--- src/rtl/e203_exu_wbck_arb.sv ---
// Final write-back arbiter: merges the ALU and long-pipe write-back streams
// into the single integer regfile write port through a 1-entry output stage.
// Long-pipe has fixed priority. A starvation counter forces an ALU win after
// STARVE_MAX consecutive cycles in which the ALU was ready to go but lost.
//
// Ports:
//   clk, rst                  clock, synchronous active-high reset
//   alu_wbck_i_*              ALU write-back request (valid/ready, wdat, rdidx)
//   longp_wbck_i_*            long-pipe write-back request (+ rdwen)
//   rf_stall_i                regfile write port unavailable this cycle
//   rf_wbck_o_*               regfile write port (ena, wdat, rdidx)
//   wbck_pend_valid/rdidx     unwritten entry held in the output stage
module e203_exu_wbck_arb #(
   parameter int XLEN        = 32,
   parameter int RFIDX_WIDTH = 5,
   parameter int STARVE_MAX  = 4
) (
   input  logic                   clk,
   input  logic                   rst,
   input  logic                   alu_wbck_i_valid,
   output logic                   alu_wbck_i_ready,
   input  logic [XLEN-1:0]        alu_wbck_i_wdat,
   input  logic [RFIDX_WIDTH-1:0] alu_wbck_i_rdidx,
   input  logic                   longp_wbck_i_valid,
   output logic                   longp_wbck_i_ready,
   input  logic [XLEN-1:0]        longp_wbck_i_wdat,
   input  logic [RFIDX_WIDTH-1:0] longp_wbck_i_rdidx,
   input  logic                   longp_wbck_i_rdwen,
   input  logic                   rf_stall_i,
   output logic                   rf_wbck_o_ena,
   output logic [XLEN-1:0]        rf_wbck_o_wdat,
   output logic [RFIDX_WIDTH-1:0] rf_wbck_o_rdidx,
   output logic                   wbck_pend_valid,
   output logic [RFIDX_WIDTH-1:0] wbck_pend_rdidx
);

   localparam int CW = $clog2(STARVE_MAX + 1);
   localparam logic [CW-1:0] C_STARVE_MAX = CW'(STARVE_MAX);

   logic                   r_out_valid;
   logic [XLEN-1:0]        r_out_wdat;
   logic [RFIDX_WIDTH-1:0] r_out_rdidx;
   logic [CW-1:0]          r_starve_cnt;

   logic w_can_load;
   logic w_force_alu;
   logic w_grant_longp;
   logic w_grant_alu;
   logic w_alu_xfer;
   logic w_longp_xfer;
   logic w_alu_wr_need;
   logic w_longp_wr_need;
   logic w_alu_lost;

   // The stage can accept whenever it is empty or its entry retires this cycle.
   assign w_can_load    = ~r_out_valid | ~rf_stall_i;
   assign w_force_alu   = (r_starve_cnt == C_STARVE_MAX);
   assign w_grant_longp = longp_wbck_i_valid & ~(alu_wbck_i_valid & w_force_alu);
   assign w_grant_alu   = alu_wbck_i_valid & ~w_grant_longp;

   assign alu_wbck_i_ready   = w_can_load & w_grant_alu;
   assign longp_wbck_i_ready = w_can_load & w_grant_longp;

   assign w_alu_xfer   = alu_wbck_i_valid & alu_wbck_i_ready;
   assign w_longp_xfer = longp_wbck_i_valid & longp_wbck_i_ready;

   // x0 writes and non-writing long-pipe ops are consumed without a regfile write.
   assign w_alu_wr_need   = (alu_wbck_i_rdidx != '0);
   assign w_longp_wr_need = (longp_wbck_i_rdidx != '0) & longp_wbck_i_rdwen;

   assign w_alu_lost = alu_wbck_i_valid & longp_wbck_i_valid & w_grant_longp;

   always_ff @(posedge clk) begin
      if (rst) begin
         r_out_valid <= 1'b0;
         r_out_wdat  <= '0;
         r_out_rdidx <= '0;
      end else if (w_longp_xfer) begin
         r_out_valid <= w_longp_wr_need;
         r_out_wdat  <= longp_wbck_i_wdat;
         r_out_rdidx <= longp_wbck_i_rdidx;
      end else if (w_alu_xfer) begin
         r_out_valid <= w_alu_wr_need;
         r_out_wdat  <= alu_wbck_i_wdat;
         r_out_rdidx <= alu_wbck_i_rdidx;
      end else if (rf_wbck_o_ena) begin
         r_out_valid <= 1'b0;
      end
   end

   // Counts only cycles where the ALU could have loaded but lost; a stalled
   // output stage freezes the count.
   always_ff @(posedge clk) begin
      if (rst) begin
         r_starve_cnt <= '0;
      end else if (w_can_load) begin
         if (w_alu_lost) begin
            if (r_starve_cnt != C_STARVE_MAX)
               r_starve_cnt <= r_starve_cnt + 1'b1;
         end else if (w_alu_xfer | ~alu_wbck_i_valid) begin
            r_starve_cnt <= '0;
         end
      end
   end

   assign rf_wbck_o_ena   = r_out_valid & ~rf_stall_i;
   assign rf_wbck_o_wdat  = r_out_wdat;
   assign rf_wbck_o_rdidx = r_out_rdidx;
   assign wbck_pend_valid = r_out_valid;
   assign wbck_pend_rdidx = r_out_rdidx;

endmodule

--- config.mk ---
export PLATFORM = sky130hd
export DESIGN_NAME = e203_exu_wbck_arb
export DESIGN_NICKNAME = d
export VERILOG_FILES = /design/src/rtl/e203_exu_wbck_arb.sv
export SDC_FILE = /design/constraint.sdc
export NUM_CORES = 1
export LEC_CHECK = 0
export CAP_MARGIN = 40
export CORE_MARGIN = 2
export CORE_UTILIZATION = 40
export DETAILED_ROUTE_END_ITERATION = 12
export GPL_ROUTABILITY_DRIVEN = 0
export GPL_TIMING_DRIVEN = 1
export PLACE_DENSITY = 0.95
export SETUP_SLACK_MARGIN = 0.02
export SYNTH_ARGS = -nofsm -noshare
export SYNTH_HDL_FRONTEND = slang
export SYNTH_SLANG_ARGS = --single-unit
--- constraint.sdc ---
create_clock -name clk -period 4.3 [get_ports clk]
set_clock_uncertainty 0.05 [all_clocks]
set_input_delay 0.43 -clock clk [delete_from_list [all_inputs] [get_ports clk]]
set_output_delay 0.43 -clock clk [all_outputs]
set_load 0.01 [all_outputs]
==> results_dict.tcl <==
set metrics [dict create \
    yosys-mux-area-fraction_pct 0 \
    synth.cell_area_sq_um 2010 \
    ys_seq_area_share_pct 40.8 \
    critPathMaxFanout 38 \
    dp_hpwl_mm 4.52 \
    grt_antenna_before_repair 0 \
    critical_path.cell_chain "clkdlybuf4s50_1 > a21bo_2 > nor2_1 > clkdlybuf4s50_1" \
    crit_start "rf_stall_i" \
    grt_start_max_net_pins 44 \
    fillers 392 \
    detailedRoute.firstIterationViolations 150 \
    critical_path.startpoint_type "input pin" \
    numCtsBuffers 5 \
    area_delta_synth_final_pct 67.9 \
    synth_simple_gate_area_share_pct 28.6 \
    cts.repair.resized 0 \
    diodes 0 \
    synth_fa_ha_area_share_pct 1.25 \
    routed_via_density 5.46 \
    ys_seq_elements 41 \
    cellPowerDensity_nw_per_um2 318 \
    fin_crit_ps 2850 \
    crit_family "buffers and inverters" \
    worstReg2RegStart "r_starve_cnt[0]$_SDFFE_PP0P_" \
    synthesis.instances 256 \
    cp.required_ps 3820 \
    clk_root_buffer_cell "clkbuf_8" \
    yosys_warnings 0 \
    final-setup-viol-count 0 \
    timing.critical_path.to_type "output pin" \
    grt.overflow.total 0 \
    critical_path.n_buffers_inverters 2 \
    final_design_area_no_fill_sq_um 3370 \
    timing.slew.headroom_pct 50.8 \
    grt_pass1_wl_mm 9.96 \
    clk_path_buf_depth 2 \
    hold_viol_final 0 \
    wl_per_cell_um 15.0 \
    peak_supply_drop_mv 0.204 \
    final.setup.tns_ps 0 \
    maximum_clock_rate_ghz 0.350 \
    final_core_density_pct 70.5 \
    synth.top_cell.area_share_pct 40.8 \
    initial_core_util_pct 42.0 \
    grt_use_total_pct 22.8 \
    setup_cp_type "input pin to output pin" \
    tightestPinTransition_ps 739 \
    dieHeight_um 74.9 \
    h_tree_levels 2 \
    worst_slack_ps 1450 \
    timing.critical_path.slowest_cell_delay_ps 680 \
    layout.nets 446 \
    top_area_cells_in_the_synthesized_netlist "dfxtp_1, a311oi_1, nand2_1" \
    maxCapViolations 0 \
    rows 25 \
    detail_route.drc_violations 0 \
    postRouteAntennaNets 0 \
    grt_setup_unrepaired "false" \
    fp.dieW_um 74.9 \
    synth_xor_xnor_area_share_pct 0 \
    finalCritPeriodShare_pct 66.4 \
    numClockSinks 41 \
    synth.net_count 338 \
    place_inst 424 \
    power.total_mw 1.07 \
    worst_hold_slack_ps 427 \
    static-leakage-power_nw 1.25 \
    run_status "complete, no violations" \
    core_sq_um 4790 \
    synth_top_cell_by_area "dfxtp_1" \
    dpl_worst_slack_ps 1450 \
    critical_path_arrival_ps 2370 \
    synth_top_family_by_area "simple AND/OR/NAND/NOR gates" \
    post_synth.cell_area_avg_sq_um 7.85 \
    min_path_type "flop to flop" \
    fp.dieArea_sq_um 5610 \
    firstDrtPassIters 5 \
    first_global_vias 2235 \
    num_ports 126 \
    share_of_layout_cells_above_drive_strength_1_pct 4.11 \
    clk_pin_slew_ps 80 \
    postCtsSetupRepairBufs 0 \
    finalMaxSlewViolations 0 \
    ctsHoldBuffers 0 \
    cpMostUsedCell "clkdlybuf4s50_1" \
    totalWireLength_mm 6.50 \
    clock_insertion_delay_worst_skew_ps 280 \
    dr_total_vias 2360 \
    tritoncts "done" \
    critical-path-slowest-cell "a21bo_2" \
    final_standard_cell_count_with_taps_included_and_fillers_excluded 432 \
    compound_gate_portion_of_the_synthesized_area_pct 19.9 \
    port-buffer-count 125 \
    placement.cell_area_sq_um 3240 \
    timing.hold.worst.start "r_starve_cnt[1]$_SDFFE_PP0P_" \
    synthDistinctLibCells 27 \
]
-- area by class of cell --
| cell class | count | area [sq um] | area share [%] |
|---|---|---|---|
| Inverter | 5 | 18.8 | 0.556 |
| Sequential cell | 41 | 821 | 24.3 |
| Tap cell | 67 | 83.8 | 2.48 |
| Multi-Input combinational cell | 181 | 1010 | 29.9 |
| Clock buffer | 5 | 68.8 | 2.04 |
| Timing Repair Buffer | 130 | 1310 | 38.8 |
| Clock inverter | 3 | 65.1 | 1.93 |
-- routing by layer --
| layer | vias to the layer above | track usage (%) | routed length [um] |
|---|---|---|---|
| met5 | - | 0 | 0 |
| met4 | 0 | 6.15 | 60 |
| met2 | 105 | 41.1 | 3330 |
| li1 | 1131 | - | - |
| met1 | 1118 | 26.4 | 2580 |
| met3 | 6 | 6.43 | 532 |
-- flip-flops by register name (all words and copies together), names as in the netlist --
name             cells
wbck_pend_valid      1
rf_wbck_o_rdidx      5
r_starve_cnt         3
rf_wbck_o_wdat      32
-- final timing paths --
| check | end | slack, ps | cells after the start |
|---|---|---|---|
| max | alu_wbck_i_ready | 1450 | 4 |
| min | r_starve_cnt[1]$_SDFFE_PP0P_ | 430 | 2 |
| max reg2reg | rf_wbck_o_wdat[3]$_SDFFE_PP0P_ | 2380 | 6 |
| min reg2reg | r_starve_cnt[1]$_SDFFE_PP0P_ | 430 | 2 |
-- cells in the final DEF (no fill, tap or decap), types with 2 or more instances in the layout --
| cell | netlist | routed |
|---|---|---|
| a21oi_1 | 3 | 3 |
| a311oi_1 | 37 | 37 |
| and2_1 | 2 | 2 |
| buf_4 | 6 | 4 |
| bufinv_16 | 0 | 2 |
| clkbuf_8 | 0 | 5 |
| clkdlybuf4s50_1 | 0 | 125 |
| dfxtp_1 | 41 | 41 |
| ha_1 | 2 | 2 |
| inv_1 | 5 | 5 |
| nand2_1 | 80 | 80 |
| nand4_1 | 2 | 2 |
| nor2_1 | 3 | 3 |
| nor3_1 | 39 | 39 |
-- tightest hold or removal path: cells and delay by family (launching register included) --
family             cells  cell delay [ps]
DFF                    1              330
and+or+nand+nor        1               60
AOI/OAI and AO/OA      1               50
-- synth_stat cells (all sizes together) --
| library cell | number |
|---|---|
| nand2 | 80 |
| dfxtp | 41 |
| nor3 | 39 |
| a311oi | 37 |
| buf | 21 |
| clkbuf | 8 |
| inv | 5 |
| a21oi | 3 |
| nor2 | 3 |
| a21bo | 2 |
| a21boi | 2 |
| and2 | 2 |
| ha | 2 |
| nand4 | 2 |
| a2111oi | 1 |
| a211o | 1 |
| and3 | 1 |
| nand4b | 1 |
| nor2b | 1 |
| nor4 | 1 |
| nor4bb | 1 |
| o21ai | 1 |
| or2 | 1 |
-- where the power goes --
part	switching, mW	total [mW]	internal (mW)
clock network	0.132	0.363	0.231
logic	0.115	0.278	0.163
registers	0.0192	0.431	0.412
-- cell families after synthesis --
logic type / count (synthesis)
and+or+nand+nor: 132
AOI/OAI and AO/OA: 47
DFF: 41
buffers and inverters: 34
adders and majority gates: 2
Note: power is estimated with default switching activity, not from simulation.
